===== config.mk =====
export PLATFORM = sky130hd
export DESIGN_NAME = msrv32_buffered_store_unit_flat
export DESIGN_NICKNAME = d
export VERILOG_FILES = /design/src/rtl/msrv32_buffered_store_unit_if.sv /design/src/rtl/msrv32_buffered_store_unit.sv /design/src/flat_wrapper.sv
export SDC_FILE = /design/constraint.sdc
export NUM_CORES = 1
export LEC_CHECK = 0
export ABC_AREA = 1
export CORE_ASPECT_RATIO = 1.5
export CORE_MARGIN = 4
export CORE_UTILIZATION = 50
export CTS_BUF_LIST = sky130_fd_sc_hd__clkbuf_2
export CTS_CLUSTER_DIAMETER = 40
export DETAILED_ROUTE_END_ITERATION = 8
export PLACE_DENSITY = 0.76
export SYNTH_ARGS = -nofsm -noshare
export SYNTH_HDL_FRONTEND = slang
export SYNTH_SLANG_ARGS = --single-unit

===== constraint.sdc =====
create_clock -name ms_riscv32_mp_clk_in -period 4.2 [get_ports ms_riscv32_mp_clk_in]
set_clock_uncertainty 0.15 [all_clocks]
set_input_delay 0.42 -clock ms_riscv32_mp_clk_in [delete_from_list [all_inputs] [get_ports ms_riscv32_mp_clk_in]]
set_output_delay 0.42 -clock ms_riscv32_mp_clk_in [all_outputs]
set_load 0.02 [all_outputs]

===== src/rtl/msrv32_buffered_store_unit_if.sv =====
// Data-memory write bus between the buffered store unit and data memory.
//
// Signals:
//   ms_riscv32_mp_dmdata_out    WIDTH    lane-shifted write data
//   ms_riscv32_mp_dmaddr_out    WIDTH    write address, aligned to WIDTH/8 bytes
//   ms_riscv32_mp_dmwr_mask_out WIDTH/8  byte-enable mask
//   ms_riscv32_mp_dmwr_req_out  1        write request; the above fields are valid
//   ms_riscv32_mp_dm_ack_in     1        memory accepted the presented write
//
// Modports: master = store unit side, slave = memory side.
interface msrv32_buffered_store_unit_if #(
  parameter int WIDTH = 32
);
  logic [WIDTH-1:0]   ms_riscv32_mp_dmdata_out;
  logic [WIDTH-1:0]   ms_riscv32_mp_dmaddr_out;
  logic [WIDTH/8-1:0] ms_riscv32_mp_dmwr_mask_out;
  logic               ms_riscv32_mp_dmwr_req_out;
  logic               ms_riscv32_mp_dm_ack_in;

  modport master (
    output ms_riscv32_mp_dmdata_out,
    output ms_riscv32_mp_dmaddr_out,
    output ms_riscv32_mp_dmwr_mask_out,
    output ms_riscv32_mp_dmwr_req_out,
    input  ms_riscv32_mp_dm_ack_in
  );

  modport slave (
    input  ms_riscv32_mp_dmdata_out,
    input  ms_riscv32_mp_dmaddr_out,
    input  ms_riscv32_mp_dmwr_mask_out,
    input  ms_riscv32_mp_dmwr_req_out,
    output ms_riscv32_mp_dm_ack_in
  );
endinterface


===== src/rtl/msrv32_buffered_store_unit.sv =====
// Buffered store unit for the msrv32 core.
//
// Formats SB/SH/SW (and SD when WIDTH=64) stores into byte-lane data plus a
// byte-enable mask and queues them in a DEPTH-entry FIFO that drains to data
// memory over a req/ack handshake. Misaligned or illegal stores are dropped
// and reported with a one-cycle fault pulse.
//
// Ports:
//   ms_riscv32_mp_clk_in  clock, rising edge
//   ms_riscv32_mp_rst_in  synchronous active-high reset
//   funct3_in             store size: 00 byte, 01 half, 10 word, 11 double
//   iadder_in             effective byte address
//   rs2_in                store data, right-aligned
//   mem_wr_req_in         store request valid
//   st_ready_out          buffer not full
//   st_fault_out          previous request was misaligned/illegal (1-cycle pulse)
//   st_empty_out          buffer empty
//   st_count_out          buffer occupancy
//   dm_bus                data-memory write bus (master side)
module msrv32_buffered_store_unit #(
  parameter int WIDTH = 32,
  parameter int DEPTH = 4,
  parameter int CNT_W = $clog2(DEPTH + 1)
) (
  input  logic             ms_riscv32_mp_clk_in,
  input  logic             ms_riscv32_mp_rst_in,
  input  logic [1:0]       funct3_in,
  input  logic [WIDTH-1:0] iadder_in,
  input  logic [WIDTH-1:0] rs2_in,
  input  logic             mem_wr_req_in,
  output logic             st_ready_out,
  output logic             st_fault_out,
  output logic             st_empty_out,
  output logic [CNT_W-1:0] st_count_out,
  msrv32_buffered_store_unit_if.master dm_bus
);

  localparam int NB     = WIDTH / 8;
  localparam int LANE_W = $clog2(NB);
  localparam int PTR_W  = $clog2(DEPTH);
  localparam logic [CNT_W-1:0] DEPTH_C = CNT_W'(DEPTH);

  // ---------------------------------------------------------------------
  // Store formatting
  // ---------------------------------------------------------------------
  logic [LANE_W-1:0] lane;
  logic [LANE_W+2:0] shamt;
  logic              legal;
  logic [WIDTH-1:0]  fmt_data;
  logic [WIDTH-1:0]  fmt_addr;
  logic [NB-1:0]     fmt_mask;

  assign lane     = iadder_in[LANE_W-1:0];
  assign shamt    = {lane, 3'b000};
  assign fmt_addr = {iadder_in[WIDTH-1:LANE_W], {LANE_W{1'b0}}};

  always_comb begin
    legal    = 1'b0;
    fmt_data = '0;
    fmt_mask = '0;
    case (funct3_in)
      2'b00: begin
        legal    = 1'b1;
        fmt_data = WIDTH'(rs2_in[7:0]) << shamt;
        fmt_mask = NB'(1'b1) << lane;
      end
      2'b01: begin
        legal    = ~lane[0];
        fmt_data = WIDTH'(rs2_in[15:0]) << shamt;
        fmt_mask = NB'(2'b11) << lane;
      end
      2'b10: begin
        legal    = (lane[1:0] == 2'b00);
        fmt_data = WIDTH'(rs2_in[31:0]) << shamt;
        fmt_mask = NB'(4'hF) << lane;
      end
      default: begin
        // A doubleword only exists on the 64-bit datapath and must be
        // naturally aligned, i.e. occupy every lane.
        legal    = (WIDTH == 64) && (lane == '0);
        fmt_data = rs2_in;
        fmt_mask = '1;
      end
    endcase
  end

  // ---------------------------------------------------------------------
  // Store FIFO
  // ---------------------------------------------------------------------
  logic [WIDTH-1:0] addr_mem [DEPTH];
  logic [WIDTH-1:0] data_mem [DEPTH];
  logic [NB-1:0]    mask_mem [DEPTH];

  logic [PTR_W-1:0] head_reg;
  logic [PTR_W-1:0] tail_reg;
  logic [CNT_W-1:0] count_reg;
  logic             fault_reg;
  logic             empty;
  logic             push;
  logic             pop;

  assign empty        = (count_reg == '0);
  // Readiness reflects the current occupancy only: a full buffer refuses a
  // store even if the head drains in the same cycle.
  assign st_ready_out = (count_reg < DEPTH_C);
  assign push         = mem_wr_req_in & st_ready_out & legal;
  assign pop          = ~empty & dm_bus.ms_riscv32_mp_dm_ack_in;

  // Entry storage carries no reset; validity is tracked by the pointers.
  always_ff @(posedge ms_riscv32_mp_clk_in) begin
    if (push) begin
      addr_mem[tail_reg] <= fmt_addr;
      data_mem[tail_reg] <= fmt_data;
      mask_mem[tail_reg] <= fmt_mask;
    end
  end

  always_ff @(posedge ms_riscv32_mp_clk_in) begin
    if (ms_riscv32_mp_rst_in) begin
      head_reg  <= '0;
      tail_reg  <= '0;
      count_reg <= '0;
      fault_reg <= 1'b0;
    end else begin
      if (push) begin
        tail_reg <= tail_reg + PTR_W'(1);
      end
      if (pop) begin
        head_reg <= head_reg + PTR_W'(1);
      end
      count_reg <= count_reg + CNT_W'(push) - CNT_W'(pop);
      // Faults are reported whether or not the buffer had room.
      fault_reg <= mem_wr_req_in & ~legal;
    end
  end

  // ---------------------------------------------------------------------
  // Outputs: head entry straight from storage, forced to zero when empty so
  // stale entries never reach the bus. A store written this cycle is only
  // visible after the clock edge, so there is no same-cycle bypass.
  // ---------------------------------------------------------------------
  assign dm_bus.ms_riscv32_mp_dmwr_req_out  = ~empty;
  assign dm_bus.ms_riscv32_mp_dmaddr_out    = empty ? '0 : addr_mem[head_reg];
  assign dm_bus.ms_riscv32_mp_dmdata_out    = empty ? '0 : data_mem[head_reg];
  assign dm_bus.ms_riscv32_mp_dmwr_mask_out = empty ? '0 : mask_mem[head_reg];

  assign st_fault_out = fault_reg;
  assign st_empty_out = empty;
  assign st_count_out = count_reg;

endmodule


===== src/flat_wrapper.sv =====
// flat-port wrapper written by rule: the top's interface ports become plain ports
module msrv32_buffered_store_unit_flat 
#(
  parameter int WIDTH = 32,
  parameter int DEPTH = 4,
  parameter int CNT_W = $clog2(DEPTH + 1)
)
  (ms_riscv32_mp_clk_in, ms_riscv32_mp_rst_in, funct3_in, iadder_in, rs2_in, mem_wr_req_in, st_ready_out, st_fault_out, st_empty_out, st_count_out, dm_bus_ms_riscv32_mp_dmdata_out, dm_bus_ms_riscv32_mp_dmaddr_out, dm_bus_ms_riscv32_mp_dmwr_mask_out, dm_bus_ms_riscv32_mp_dmwr_req_out, dm_bus_ms_riscv32_mp_dm_ack_in);
  msrv32_buffered_store_unit_if #(.WIDTH(WIDTH)) dm_bus_i ();
  input  logic ms_riscv32_mp_clk_in;
  input  logic ms_riscv32_mp_rst_in;
  input  logic [1:0] funct3_in;
  input  logic [WIDTH-1:0] iadder_in;
  input  logic [WIDTH-1:0] rs2_in;
  input  logic mem_wr_req_in;
  output logic st_ready_out;
  output logic st_fault_out;
  output logic st_empty_out;
  output logic [CNT_W-1:0] st_count_out;
  output wire logic [$bits(dm_bus_i.ms_riscv32_mp_dmdata_out)-1:0] dm_bus_ms_riscv32_mp_dmdata_out;
  output wire logic [$bits(dm_bus_i.ms_riscv32_mp_dmaddr_out)-1:0] dm_bus_ms_riscv32_mp_dmaddr_out;
  output wire logic [$bits(dm_bus_i.ms_riscv32_mp_dmwr_mask_out)-1:0] dm_bus_ms_riscv32_mp_dmwr_mask_out;
  output wire logic [$bits(dm_bus_i.ms_riscv32_mp_dmwr_req_out)-1:0] dm_bus_ms_riscv32_mp_dmwr_req_out;
  input wire logic [$bits(dm_bus_i.ms_riscv32_mp_dm_ack_in)-1:0] dm_bus_ms_riscv32_mp_dm_ack_in;
  assign dm_bus_ms_riscv32_mp_dmdata_out = dm_bus_i.ms_riscv32_mp_dmdata_out;
  assign dm_bus_ms_riscv32_mp_dmaddr_out = dm_bus_i.ms_riscv32_mp_dmaddr_out;
  assign dm_bus_ms_riscv32_mp_dmwr_mask_out = dm_bus_i.ms_riscv32_mp_dmwr_mask_out;
  assign dm_bus_ms_riscv32_mp_dmwr_req_out = dm_bus_i.ms_riscv32_mp_dmwr_req_out;
  assign dm_bus_i.ms_riscv32_mp_dm_ack_in = dm_bus_ms_riscv32_mp_dm_ack_in;
  msrv32_buffered_store_unit #(.WIDTH(WIDTH), .DEPTH(DEPTH), .CNT_W(CNT_W)) u_core (.ms_riscv32_mp_clk_in(ms_riscv32_mp_clk_in), .ms_riscv32_mp_rst_in(ms_riscv32_mp_rst_in), .funct3_in(funct3_in), .iadder_in(iadder_in), .rs2_in(rs2_in), .mem_wr_req_in(mem_wr_req_in), .st_ready_out(st_ready_out), .st_fault_out(st_fault_out), .st_empty_out(st_empty_out), .st_count_out(st_count_out), .dm_bus(dm_bus_i));
endmodule

* Yosys cells after proc, flatten, opt, wreduce, memory -nomap -nowiden
Memories as Yosys holds them, arrays and structs flattened. A register that Yosys moved wholly into a read port is not among the register bits. Index checks and enable logic that the tools add are counted.
Word-level totals: logic and storage cells 44, register bits after elaboration 8, memories kept 3, memory bits (writable) 264, input bits 70
Operators by class: shifts and indexed selects 6, equality and inequality tests 2, multiplexer cells 14, reductions and logical operators 3, $add $sub $neg 4, $lt $le $gt $ge 1, bitwise logic cells 7
Memories:
- u_core.data_mem | words 4, width 32, rd ports 1, clocked after Yosys merged registers in 1, write ports 1, RTL line msrv32_buffered_store_unit.sv:91 | logic [WIDTH-1:0] data_mem [DEPTH];
- u_core.addr_mem | words 4, width 30, rd ports 1, clocked after Yosys merged registers in 1, write ports 1, RTL line msrv32_buffered_store_unit.sv:90 | logic [WIDTH-1:0] addr_mem [DEPTH];
- u_core.mask_mem | words 4, width 4, rd ports 1, clocked after Yosys merged registers in 1, write ports 1, RTL line msrv32_buffered_store_unit.sv:92 | logic [NB-1:0] mask_mem [DEPTH];
Operator list (number):
- 32-bit case mux with 3 select lines | 1
- 32-bit 2-to-1 mux | 2
- 16-bit by 5-bit left shift with 32-bit output | 1
- 32-bit by 5-bit left shift with 32-bit output | 1
- 8-bit by 5-bit left shift with 32-bit output | 1
- 2-bit 2-to-1 mux | 6
- 4-bit case mux with 3 select lines | 1
- 2-bit by 1-bit adder with 2-bit output, second input constant | 2
- 1-bit bitwise AND | 4
- 2-bit zero test | 2
- 4-bit 2-to-1 mux | 1
- 1-bit by 2-bit left shift with 4-bit output, first input constant | 1
- 2-bit by 2-bit left shift with 4-bit output, first input constant | 1
- 4-bit by 2-bit left shift with 4-bit output, first input constant | 1
- 3-bit by 1-bit adder with 3-bit output | 1
- 3-bit zero test | 1
- 3-bit less-than comparator, second input constant | 1
- 1-bit NOT | 3
- 1-bit case mux with 3 select lines | 1
- 3-bit by 1-bit subtractor with 3-bit output | 1
- 2-bit by 1-bit == test with 1-bit output, second input constant | 1
- 2-bit == test, second input constant | 1
- 1-bit 2-to-1 mux | 2

* Longest topological paths before layout
Gate-level depths: netlist of the first run.
word-level depth 5, gate-level depth with buffers 12, mapped depth without buffers 11

* Least setup slack after synthesis of the first run
OpenSTA, ideal clock, no wires.
path type input -> register, start point input funct3_in[0], end point memory u_core.addr_mem[0][0] (netlist bit) (enable), arrival time 3.914 ns, setup time 0.491 ns, buffers on the path 1, path slack -0.355 ns, stages on the path 7, path through inv_1 > ha_1 > buf_2 > nand2_1 > nand2_2 > nand3_2 > nor2_1
On the way: word-level cells in the longest chain between the ends 5, elaborated cells between the ends (all ways) 7, those cells by class 2 x eq/ne; 3 x mux; 1 x bitwise; 1 x reduce/logical
RTL lines:
- start, declared | RTL line flat_wrapper.sv:12 | input logic [1:0] funct3_in;
- 2-bit == test, or another cell as far along | RTL line msrv32_buffered_store_unit.sv:61 | case (funct3_in)
- 1-bit case mux with 3 select lines * | RTL line msrv32_buffered_store_unit.sv:61
- 1-bit bitwise AND * | RTL line msrv32_buffered_store_unit.sv:106 | assign push = mem_wr_req_in & st_ready_out & legal;
- 1-bit 2-to-1 mux * | RTL line msrv32_buffered_store_unit.sv:111 | if (push) begin
- 1-bit 2-to-1 mux (implied by the code) * | RTL line msrv32_buffered_store_unit.sv:112 | addr_mem[tail_reg] <= fmt_addr;
- end, declared | RTL line msrv32_buffered_store_unit.sv:90
Mark *: on every way between the ends. The rest lies on a longest branch, timed or not.

==> results.cfg, run 1 <==
[min_path]
hp-start = iadder_in[15]
hp-class = input pin to flip-flop
hold_depth = 1
holdPathEnd = u_core.addr_mem[3][13]

[synth]
ys_ff_latch = 274
synth_top_family_by_area = simple AND/OR/NAND/NOR gates
syn-cell-area_um2 = 11600
synthMuxAreaShare = 0
synth_area_per_cell_um2 = 11.2
yosys.cell_types.count = 34
synth-xor-area-share = 0.00150
synth-compound-area-share = 0.117
syn_inst = 1039
yosysWarnings = 0
synthAdderAreaFrac = 0.0135
ys_seq_area_frac = 0.698
synthSimpleGateAreaFrac = 0.123

[sta]
fin_ws_ns = 0.337
hold_viol_final = 0
setup_viol = 0
rsz0062_at_grt = false
min_period_ns = 3.86
relSlewSlack = 0.431
max_freq_ghz = 0.259
worst_pin_slew_ns = 0.853
hold_ws_ns = 0.0911
slew_viol_final = 0
fin_crit_sh = 0.920

[critical_path]
worstReg2RegEnd = u_core.st_count_out[2]
end_kind = output port
r2r_start = u_core.st_count_out[1]
reg2regPathDepth = 11
crit_path_start_kind = flip-flop
reg2reg_slack_ns = 2.07
path_max_fanout = 51
cp.required_ns = 3.63
criticalPathCategory = flip-flop to output port
cp.arrival_ns = 3.29

[power_and_ir_drop]
p_comb_frac = 0.368
swShare = 0.367
leakage_nw = 5.03
power_frac_seq = 0.427
p_per_area_nw_per_um2 = 537
irDropWorstVdd_mv = 0.325
pwr-share-clk = 0.205
p_int_mw = 4.72
p_sw_mw = 2.73

[routing]
vias = 8137
vias_per_cell = 5.33
finalWirelength_mm = 26.8
wl_per_cell_um = 17.5
first_pass_iters = 5
drc = 0
drtIter0Drc = 572
ant_nets = 0

[floorplan]
core-area_um2 = 23000
rows = 68
start_util = 0.507
fp.dieArea_um2 = 25800
fp.dieW_um = 133
io_pins = 145
die_y_um = 195

[placement]
place_congestion = 0.899
place_ws_ns = 1.03
hpwl_mm = 15.9
portBuffers = 142

[clocking]
cts_sinks = 274
cts_max_path_buffers = 3
worstSkewPairLatency_ns = 0.83
clk_pin_slew_ns = 0.11
numCtsBuffers = 58
cts-root-buf = clkbuf_2
h-tree-depth = 2
cts_tree = done

[layout]
nets = 1283
multi_input_area_um2 = 3010
fillers = 1855
drive_above_1_share = 0.100
area_growth_pct = 19.3
reg_top3 = u_core.data_mem: 128 flops, u_core.addr_mem: 120 flops, u_core.mask_mem: 16 flops
regMostFlops = u_core.data_mem
regArea_um2 = 8130
largest_reg_flops = 128

[global_routing]
grt_usage = 0.202
grt_pass1_vias = 8200
overflow = 0
grt_pass1_wl_mm = 41.3
antenna_found_initial = 1
grt_max_degree = 68

[outcome]
outcome = complete, no violations

[run]
drv_cap = 0
[worst max path at each step]
| stage | startpoint | to | slack, ns | cells after the start |
|---|---|---|---|---|
| 2_1_floorplan | funct3_in[0] | u_core.addr_mem[0][0] | -0.35 | 7 |
| 3_3_place_gp | flip-flop | dm_bus_ms_riscv32_mp_dmdata_out[23] | 1.0 | 6 |
| 3_5_place_dp | flip-flop | dm_bus_ms_riscv32_mp_dmdata_out[23] | 1.03 | 6 |
| 4_1_cts | flip-flop | dm_bus_ms_riscv32_mp_dmdata_out[18] | 0.1 | 6 |
| 5_1_grt | flip-flop | dm_bus_ms_riscv32_mp_dmaddr_out[6] | 0.10 | 5 |
| 6_report | flip-flop | dm_bus_ms_riscv32_mp_dmaddr_out[6] | 0.34 | 5 |
[worst max-delay path, stage by stage (launching register included)]
cell	delay, ns
dfxtp_4	0.52
inv_4	0.46
buf_4	0.40
o21ai_0	0.14
a21oi_1	0.26
clkdlybuf4s50_1	0.66
[placed cells by master, fill, tap and decap left out, drive strengths merged]
master and count:
o211ai 2, dfxtp 10, edfxtp 264, o21ai 171, nand2 70, xor2 2
o211a 1, clkinv 33, a211oi 1, diode 1, conb 2, a31oi 7
nor2 290, buf 16, dlygate4sd3 4, clkbuf 71, a21oi 77, nand4 3
nor3 1, o22ai 1, ha 11, clkdlybuf4s50 142, inv 56, a22oi 4
fa 1, nand3 6, bufinv 1
[cell type report]
cell class,count,share of cell area
Antenna cell,1,0.000180
Clock inverter,35,0.0127
Multi-Input combinational cell,650,0.217
Inverter,55,0.0150
Clock buffer,71,0.0256
Timing Repair Buffer,162,0.119
Tap cell,280,0.0252
Sequential cell,274,0.585
[kinds of logic (layout without fill, tap and decap cells)]
group,after synthesis,in the layout
AOI/OAI and AO/OA,264,264
xor gates and xnor gates,2,2
adders and majority gates,12,12
buffers and inverters,116,323
DFF,274,274
other,1,3
and+or+nand+nor,370,370
[timing repair]
item	CTS	global route
endpoints found under the hold margin	7	0
endpoints found under the setup margin	0	7
gates resized for setup	0	0
buffers inserted	0	1
hold buffers	4	0
[layer usage]
| layer | GRT usage | wire length [µm] |
|---|---|---|
| met1 | 0.231 | 10600 |
| met2 | 0.370 | 14100 |
| met3 | 0.0365 | 1230 |
| met4 | 0.0813 | 771 |
| met5 | 0 | 0 |
[cells in the mapped netlist]
library cell / n / area share
fa_1: 1 / 0.0017
a21oi_2: 1 / 0.00075
clkbuf_1: 13 / 0.0042
nand3_1: 4 / 0.0017
o211a_1: 1 / 0.00086
conb_1: 1 / 0.00032
nor2_1: 286 / 0.092
nand3_2: 2 / 0.0017
nor2_4: 2 / 0.0019
nand2_2: 1 / 0.00054
dfxtp_1: 10 / 0.017
nand4_1: 3 / 0.0016
buf_4: 11 / 0.0071
ha_1: 11 / 0.012
nand2_1: 69 / 0.022
nor2_2: 2 / 0.0011
a211oi_1: 1 / 0.00064
o22ai_1: 1 / 0.00054
a31oi_1: 7 / 0.0038
buf_2: 26 / 0.011
a22oi_1: 4 / 0.0026
nor3_1: 1 / 0.00043
buf_6: 3 / 0.0029
buf_1: 1 / 0.00032
inv_1: 48 / 0.015
clkbuf_2: 7 / 0.0030
edfxtp_1: 264 / 0.68
inv_2: 6 / 0.0019
xor2_1: 2 / 0.0015
o211ai_1: 2 / 0.0013
o21ai_1: 101 / 0.043
o21ai_0: 70 / 0.030
a21oi_1: 76 / 0.033
inv_4: 1 / 0.00054
[power by group through the flow]
stage | logic, mW | clock network (mW) | registers (mW)
4_1_cts | 2.73 | 1.58 | 3.20
2_1_floorplan | 1.61 | 0 | 3.21
6_report | 2.74 | 1.53 | 3.18
5_1_grt | 2.96 | 1.71 | 3.19
3_5_place_dp | 2.71 | 0 | 3.27
3_3_place_gp | 2.68 | 0 | 3.26
[stage by stage]
stage | area [µm²] | cells | total power, mW | TNS [ns] | util
floorplan | 11600 | 1040 | 4.82 | -93.70 | -
global placement | 13300 | 1416 | 5.95 | 0 | 0.579
detailed placement | 13300 | 1416 | 5.98 | 0 | 0.579
CTS | 13900 | 1526 | 7.51 | 0 | 0.604
global route | 13900 | 1528 | 7.87 | 0 | 0.605
finish | 13900 | 1528 | 7.46 | 0 | 0.605
Note: power is estimated with default switching activity, not from simulation.
==> inputs of run 2 (changes only) <==
Settings changed: CTS_CLUSTER_SIZE set to 30, MAX_ROUTING_LAYER set to met4.
==> run 2 against run 1 <==
Sequential cell count did not move. Via count decreased by 1.8%. Total power fell by 3.0%. Combinational power hardly changed. Clock power is 14% lower. Sequential power barely moved. Routed wire length down 1.2%. Highest routed layer unchanged.
==> results.cfg, run 2 (synthesized netlist as in run 1, its figures left out) <==
[power_and_ir_drop]
pwr-share-clk = 0.181
irDropWorstVdd_mv = 0.372
swShare = 0.371
p_comb_frac = 0.378
p_sw_mw = 2.68
p_per_area_nw_per_um2 = 519
power_frac_seq = 0.442
p_int_mw = 4.55
leakage_nw = 4.93

[clocking]
clk_pin_slew_ns = 0.28
h-tree-depth = 1
worstSkewPairLatency_ns = 0.80
cts-root-buf = clkbuf_2
cts_max_path_buffers = 3
cts_tree = done
numCtsBuffers = 24
cts_sinks = 274

[sta]
relSlewSlack = 0.432
rsz0062_at_grt = false
min_period_ns = 3.85
hold_viol_final = 0
max_freq_ghz = 0.260
slew_viol_final = 0
fin_crit_sh = 0.916
setup_viol = 0
worst_pin_slew_ns = 0.853

[critical_path]
end_kind = output port
path_max_fanout = 60
path_buf_inv = 2
crit_slowest_cell = dfxtp_4
cp_top_family = buffers and inverters
cp_common_cell = nor2_1
crit_chain = buf_6 > nor2_1 > nor2_1 > o21ai_0 > a21oi_1 > clkdlybuf4s50_1
cp.arrival_ns = 3.28
slowest_delay_ns = 0.80
crit_path_start_kind = flip-flop
criticalPathCategory = flip-flop to output port
cp.required_ns = 3.63

[routing]
drc = 0
highest_layer = met4
wl_met3_mm = 1.20
vias_per_cell = 5.38
ant_nets = 0
wl_per_cell_um = 17.8
vias = 7989
wl_met1_mm = 10.3
first_pass_iters = 5
drtIter0Drc = 684
finalWirelength_mm = 26.4
wl_met2_mm = 14.0

[placement]
hpwl_mm = 15.9
place_congestion = 0.904
dp.cells = 1414
portBuffers = 142

[outcome]
outcome = complete, no violations

[layout]
reg_top3 = u_core.data_mem: 128 flops, u_core.addr_mem: 120 flops, u_core.mask_mem: 16 flops
layout_commonest_cell = nor2_1
regMostFlops = u_core.data_mem
largest_reg_flops = 128
final_core_util = 0.606
drive_above_1_share = 0.0631
instances_no_fill = 1486
fillers = 1836
nets = 1269
area_growth_pct = 19.6
final_cell_mix = nor2_1 (282), edfxtp_1 (264), clkdlybuf4s50_1 (142)

[floorplan]
start_util = 0.507
fp.dieArea_um2 = 25800
core-area_um2 = 23000
die_y_um = 195
rows = 68
fp.dieW_um = 133
io_pins = 145

[min_path]
hp-class = input pin to flip-flop

[run]
drv_cap = 0

[global_routing]
grt_pass1_wl_mm = 41.0
grt_max_degree = 78
grt_usage = 0.205
grt_pass1_vias = 7982
overflow = 0
antenna_found_initial = 1
[run 2: changes by cell type in the layout (fill, tap and decap cells not counted), moves of 3 or more]
cell	before	now
buf_4	10	6
clkbuf_2	71	26
clkinv_1	18	2
clkinv_2	15	0
clkinv_4	0	4
clkinvlp_4	0	3
dlygate4sd3_1	4	27
[run 2: worst register-to-register path, delay by kind of cell (launching register included)]
family                   cells  cell delay, ns
AO/OA/AOI/OAI                2            0.19
adder cells (fa/ha/maj)      3            0.85
buffers and inverters        4            0.31
flip-flops                   1            0.40
AND/OR/NAND/NOR              2            0.27
[run 2: layer usage]
metal  vias up  GRT usage
met1      3773      0.229
met3        59     0.0236
met2       259      0.372
li1       3898          -
met5         -          -
met4         0     0.0805
[run 2: stage by stage]
step	hold slack [ns]	setup TNS, ns	total power, mW	setup WS, ns	cell area (µm²)
2_1_floorplan	0.304	-93.70	4.82	-0.355	11600
3_3_place_gp	0.318	0	5.94	1.04	13300
3_5_place_dp	0.339	0	5.98	1.02	13300
4_1_cts	0.00102	0	7.29	0.0441	13900
5_1_grt	0.00743	0	7.59	0.0847	13900
6_report	0.0831	0	7.23	0.351	13900
[run 2: timing repair]
| action | CTS | global route |
|---|---|---|
| setup endpoints to repair | 0 | 24 |
| setup buffers | 0 | 0 |
| hold endpoints to repair | 94 | 4 |
| gates resized for setup | 0 | 2 |
| hold buffers | 26 | 1 |
[run 2: area by class of cell]
cell class              instances  area, µm²  area share
clock buffers                  26        130     0.00934
clock inverters                18        229      0.0164
multi-input cells             650       3010       0.216
flip-flops and latches        274       8130       0.584
well taps                     280        350      0.0251
diodes                          1       2.50    0.000180
inverters                      55        211      0.0152
repair buffers                182       1870       0.134
[run 2: power groups by stage]
stage               logic [mW]  registers, mW  clock network (mW)
floorplan                 1.61           3.21                   0
global placement          2.69           3.25                   0
detailed placement        2.72           3.25                   0
CTS                       2.76           3.20                1.34
global route              2.95           3.21                1.44
finish                    2.73           3.20                1.31
[run 2: final timing paths]
check                                             from                            endpoint  slack [ns]  depth (start not counted)
worst max-delay path                         flip-flop  dm_bus_ms_riscv32_mp_dmaddr_out[6]        0.35                          6
worst max register to register  u_core.st_count_out[1]              u_core.st_count_out[2]        1.98                         11
worst min-delay path                      iadder_in[4]               u_core.addr_mem[2][2]        0.08                          1
worst min register to register      u_core.head_reg[0]                           flip-flop        0.37                          1
==> inputs of run 3 (changes only) <==
Settings changed: CAP_MARGIN set to 20.
==> results of run 3 <==
Final layout, timing and power as in run 2 (identical DEF).
